--- src/rtl/cirno9_sram_ctrl_pkg.sv ---
// Shared types and helpers for the cirno9 LSU-to-SRAM-macro controller.
// Holds the access FSM encoding and the address-window test.
package cirno9_sram_ctrl_pkg;

  typedef enum logic [1:0] {
    ST_IDLE  = 2'd0,
    ST_ISSUE = 2'd1,
    ST_WAIT  = 2'd2,
    ST_RESP  = 2'd3
  } sram_state_t;

  localparam int DATA_W = 32;
  localparam int WEN_W  = 4;

  // off is the word offset from the window base; addresses below the base
  // wrap to large values, so a single upper-bits test covers both sides.
  function automatic logic in_window(input logic [29:0] off, input int aw);
    return (off >> aw) == 30'd0;
  endfunction

endpackage

--- src/rtl/cirno9_sram_ctrl.sv ---
// Converts the core's hold-until-ready SRAM request into one timed access on a
// synchronous single-port macro with RD_LAT read latency, flagging out-of-window addresses.
module cirno9_sram_ctrl
  import cirno9_sram_ctrl_pkg::*;
#(
  parameter int          AW     = 14,
  parameter logic [31:0] BASE   = 32'h0000_0000,
  parameter int          RD_LAT = 1
) (
  input  logic              clk,
  input  logic              rst,
  input  logic              i_ren,
  input  logic [WEN_W-1:0]  i_wen,
  input  logic [31:0]       i_adr,
  input  logic [DATA_W-1:0] i_wdat,
  output logic              o_rdy,
  output logic [DATA_W-1:0] o_rdat,
  output logic              o_err,
  output logic              o_mem_cs,
  output logic [WEN_W-1:0]  o_mem_we,
  output logic [AW-1:0]     o_mem_addr,
  output logic [DATA_W-1:0] o_mem_wdat,
  input  logic [DATA_W-1:0] i_mem_rdat
);

  localparam int CW = $clog2(RD_LAT) + 1;
  localparam logic [CW-1:0] CNT_INIT = CW'(RD_LAT - 1);
  localparam logic [29:0]   BASE_W   = BASE[31:2];

  generate
    if (RD_LAT < 1) begin : g_rd_lat_chk
      $error("cirno9_sram_ctrl: RD_LAT must be >= 1");
    end
  endgenerate

  sram_state_t state_q, state_d;
  logic [CW-1:0]     cnt_q;
  logic              rd_p0;
  logic [WEN_W-1:0]  wen_p0;
  logic [AW-1:0]     addr_p0;
  logic [DATA_W-1:0] wdat_p0;
  logic [DATA_W-1:0] rdat_q;
  logic              err_q;

  logic        req;
  logic        hit;
  logic [29:0] off;
  logic        unused_adr_lsb;

  assign off            = i_adr[31:2] - BASE_W;
  assign hit            = in_window(off, AW);
  assign req            = i_ren | (|i_wen);
  assign unused_adr_lsb = ^i_adr[1:0];

  always_ff @(posedge clk) begin
    if (rst) state_q <= ST_IDLE;
    else     state_q <= state_d;
  end

  always_comb begin
    state_d = state_q;
    case (state_q)
      ST_IDLE:  if (req) state_d = hit ? ST_ISSUE : ST_RESP;
      ST_ISSUE: state_d = rd_p0 ? ST_WAIT : ST_RESP;
      ST_WAIT:  if (cnt_q == '0) state_d = ST_RESP;
      ST_RESP:  state_d = ST_IDLE;
      default:  state_d = ST_IDLE;
    endcase
  end

  always_comb begin
    o_mem_cs = 1'b0;
    o_mem_we = '0;
    o_rdy    = 1'b0;
    case (state_q)
      ST_ISSUE: begin
        o_mem_cs = 1'b1;
        o_mem_we = wen_p0;
      end
      ST_RESP:  o_rdy = 1'b1;
      default: ;
    endcase
  end

  // Request capture (IDLE edge) / macro wait / read-data capture
  always_ff @(posedge clk) begin
    if (rst) begin
      cnt_q   <= '0;
      rd_p0   <= 1'b0;
      wen_p0  <= '0;
      addr_p0 <= '0;
      wdat_p0 <= '0;
      rdat_q  <= '0;
      err_q   <= 1'b0;
    end else begin
      case (state_q)
        ST_IDLE: begin
          if (req) begin
            rd_p0  <= ~(|i_wen);
            wen_p0 <= i_wen;
            if (hit) begin
              addr_p0 <= off[AW-1:0];
              wdat_p0 <= i_wdat;
            end else if (~(|i_wen)) begin
              rdat_q <= '0;
            end
          end
        end
        ST_ISSUE: cnt_q <= CNT_INIT;
        ST_WAIT: begin
          if (cnt_q == '0) rdat_q <= i_mem_rdat;
          else             cnt_q  <= cnt_q - CW'(1);
        end
        default: ;
      endcase
      // err only changes on entry to RESP so it stays aligned with o_rdy
      if (state_d == ST_RESP && state_q != ST_RESP)
        err_q <= (state_q == ST_IDLE);
    end
  end

  assign o_rdat     = rdat_q;
  assign o_err      = err_q;
  assign o_mem_addr = addr_p0;
  assign o_mem_wdat = wdat_p0;

endmodule

--- config.mk ---
export PLATFORM = sky130hd
export DESIGN_NAME = cirno9_sram_ctrl
export DESIGN_NICKNAME = d
export VERILOG_FILES = /design/src/rtl/cirno9_sram_ctrl_pkg.sv /design/src/rtl/cirno9_sram_ctrl.sv
export SDC_FILE = /design/constraint.sdc
export NUM_CORES = 1
export LEC_CHECK = 0
export CORE_UTILIZATION = 37
export DETAILED_ROUTE_END_ITERATION = 8
export GPL_TIMING_DRIVEN = 1
export PLACE_DENSITY = 0.74
export SETUP_SLACK_MARGIN = 0.15
export SYNTH_ARGS = -nofsm -noshare
export SYNTH_HDL_FRONTEND = slang
export SYNTH_SLANG_ARGS = --single-unit
export TNS_END_PERCENT = 100
--- constraint.sdc ---
create_clock -name clk -period 1.8 [get_ports clk]
set_input_delay 0.36 -clock clk [delete_from_list [all_inputs] [get_ports clk]]
set_output_delay 0.36 -clock clk [all_outputs]
set_load 0.01 [all_outputs]
==> results.ini <==
[power_and_ir_drop]
p_sw_uw = 2218
p_per_area_nw_per_um2 = 861.8
p_leak_uw = 0.003450
p_sw_frac = 0.3467
clkPwrFrac = 0.239
vdd_drop_max_mv = 0.5045
internal_power_uw = 4180
comb_power_share = 0.408
power_frac_seq = 0.353

[placed_design]
place_area_um2 = 5964
gp_congestion = 0.7414
place_ws_ps = -796.8
dpl.cell_count = 769
dpl.hpwl_um = 8301
portBuffers = 185

[sta]
drv_slew = 0
worst_slack_ps = 37.82
max_freq_mhz = 567.5
maxSlewHeadroom = 0.6797
rsz0062_at_grt = true
period_needed_ps = 1762
setup_viol = 0
skew_ps = 10.22
tightest_slew_ps = 477.6
hold_ws_ps = 251.8
finalCritPeriodShare = 0.9790
hold_viol = 0

[synth]
ys_seq_elements = 86
synth_compound_area_frac = 0.2286
yosys.area_share.adder = 0.01626
ys.flop_type = dfxtp_1
synth_seq_area_share = 0.4475
synth_top_family_by_area = compound AO/OA/AOI/OAI gates
ys_types = 29
synth.avg_cell_area_um2 = 8.186
yosysWarnings = 0
syn-num-nets = 578
yosys.area_share.simple = 0.1737
synth_mux_area_frac = 0.08325
synth_edf_count = 0
synthXorXnorAreaFrac = 0
syn_inst = 470
syn_area_um2 = 3847
async_reset_ff_frac = 0

[outcome]
outcome = finished clean

[clock_tree]
htreeDepth = 3
clock_latency_ps = 370
cts_buffers = 9
clock-root-buffer = clkbuf_8
cts_hold_buf = 0
cts_buffer_depth = 2
cts_tree = done
clk_pin_slew_worst_paths_ps = 90
numClockSinks = 86

[grt]
grt_overflow = 0
grt_pass1_vias = 4614
grt_usage = 0.2659
grt_pass1_wl_um = 22760
antenna_found_initial = 0
grt_max_degree = 87

[route]
antenna_left = 0
drcViolationCount = 0
first_pass_iters = 5
vias = 4552
drt_wl_total_um = 15850
drtIter0Drc = 208
routedWlPerCell_um = 19.16
viasPerCell = 5.504

[cells_and_area]
drive_above_1_share = 0.2828
instances_no_fill = 827
postLayoutCellArea_um2 = 7425
area_growth_pct = 92.98
nets = 796
fillers = 658
utilization = 0.7492

[critical_path]
crit_buf_inv = 3
critPathLaunchType = input pin
r2r_slack_ps = 110
crit_cells = 8
path_cells = buf_4, or4_4, o21ai_4, or2_4, buf_12, buf_16, nand2_2, a21oi_1
cp.required_ps = 2080
rr_startpoint = state_q[0]
startpoint = i_wen[0]
cp_slowest_cell = or4_4
worstPathArrival_ps = 2050
critPathMaxFanout = 4
r2r-end = o_rdat[19]
cp_top_family = simple AND/OR/NAND/NOR gates
reg2reg_depth = 8
endpoint_kind = register
crit_type = in2reg
endpoint = o_mem_wdat[17]
slowest_delay_ps = 560

[run]
cap_violations = 0

[floorplan]
core_area_um2 = 9910
fp-row-count = 36
chipWidth_um = 104.0
start_util = 0.3883
fp.dieH_um = 104.0
fp.dieArea_um2 = 10810
ios = 188

[min_path]
hold_path.class = in2reg

[cells in the final DEF, fill, tap and decap left out, drive strengths merged, types with 32 or more instances in the layout]
cell type	instances
dfxtp	86
mux2i	32
nor2	45
buf	77
dlygate4sd2	33
dlymetal6s2s	38
clkdlybuf4s50	87
a21oi	77
nand2	102
[synthesized netlist by cell type (2+ instances only)]
| cell | number | share of area |
|---|---|---|
| a221oi_1 | 8 | 0.018 |
| nor4_1 | 5 | 0.0081 |
| dfxtp_1 | 86 | 0.45 |
| nor2_1 | 42 | 0.041 |
| buf_1 | 3 | 0.0029 |
| nor3_1 | 2 | 0.0026 |
| ha_1 | 5 | 0.016 |
| a21oi_1 | 77 | 0.10 |
| nand2_1 | 102 | 0.10 |
| buf_2 | 6 | 0.0078 |
| a32oi_1 | 24 | 0.055 |
| o21a_1 | 2 | 0.0039 |
| a31oi_1 | 24 | 0.039 |
| a211oi_1 | 2 | 0.0039 |
| inv_1 | 4 | 0.0039 |
| buf_4 | 5 | 0.0098 |
| and2_1 | 4 | 0.0065 |
| clkbuf_1 | 27 | 0.026 |
| mux2i_1 | 32 | 0.083 |
[per-layer routing]
metal  up-vias  wire [µm]  global-route usage
met2       210       8055              0.4614
met1      2189       5881              0.2893
li1       2119          -                   -
met4         0        548              0.1296
met3        34       1363             0.08960
met5         -          0                   0
[through the flow]
stage                     total power, µW  TNS, ps
final                                6398        0
after detailed placement             4397   -48520
after global routing                 6713   -5.663
after floorplan                      3470        0
after CTS                            6090        0
after global placement               4322   -46410
[worst min-delay path by stage]
| stage | depth (start not counted) | end | from |
|---|---|---|---|
| 2_1_floorplan | 2 | wen_p0[0] | wen_p0[0] |
| 3_3_place_gp | 2 | o_mem_wdat[18] | o_mem_wdat[18] |
| 3_5_place_dp | 2 | o_mem_wdat[19] | o_mem_wdat[19] |
| 4_1_cts | 3 | wen_p0[3] | i_wen[3] |
| 5_1_grt | 3 | wen_p0[1] | i_wen[1] |
| 6_report | 3 | wen_p0[1] | i_wen[1] |
[logic make-up after synthesis]
group,Yosys count
AND/OR/NAND/NOR,162
AO/OA/AOI/OAI,140
flip-flops,86
buffers and inverters,45
multiplexers,32
adder cells (fa/ha/maj),5
[final cells by class]
type	count	area [µm²]	area share
multi-input cells	342	2455	0.3306
clock buffers	11	131.4	0.01769
well taps	133	166.4	0.02241
clock inverters	5	82.58	0.01112
repair buffers	245	2840	0.3825
diodes	1	2.502	0.0003370
inverters	4	17.52	0.002359
flip-flops and latches	86	1729	0.2329
[worst reg2reg max path, cell delays in order (launching register included)]
cell and delay (ps):
dfxtp_4 360, inv_2 60, buf_6 110, ha_4 150, nor3b_4 400, buf_6 180, buf_16 120, a32oi_1 50
a21oi_1 190
[power groups by stage]
stage / combinational (µW) / clock (µW) / sequential, µW
after floorplan: 1150 / 0 / 2320
after global placement: 2060 / 0 / 2260
after detailed placement: 2120 / 0 / 2270
after CTS: 2310 / 1540 / 2240
after global routing: 2790 / 1640 / 2280
final: 2610 / 1530 / 2260
[state kept, by name, summed over array words and instances (netlist names)]
signal	cells
o_err	1
o_mem_addr	14
o_mem_wdat	32
o_rdat	32
rd_p0	1
state_q	2
wen_p0	4
[what timing repair did]
| item | CTS | global route |
|---|---|---|
| cloned | 13 | 2 |
| gates resized for setup | 191 | 132 |
| setup endpoints to repair | 121 | 122 |
| setup buffers | 22 | 4 |
| pin swaps | 34 | 47 |
| endpoints found under the hold margin | 0 | 0 |
No activity file was read; power rests on OpenSTA's default activity.
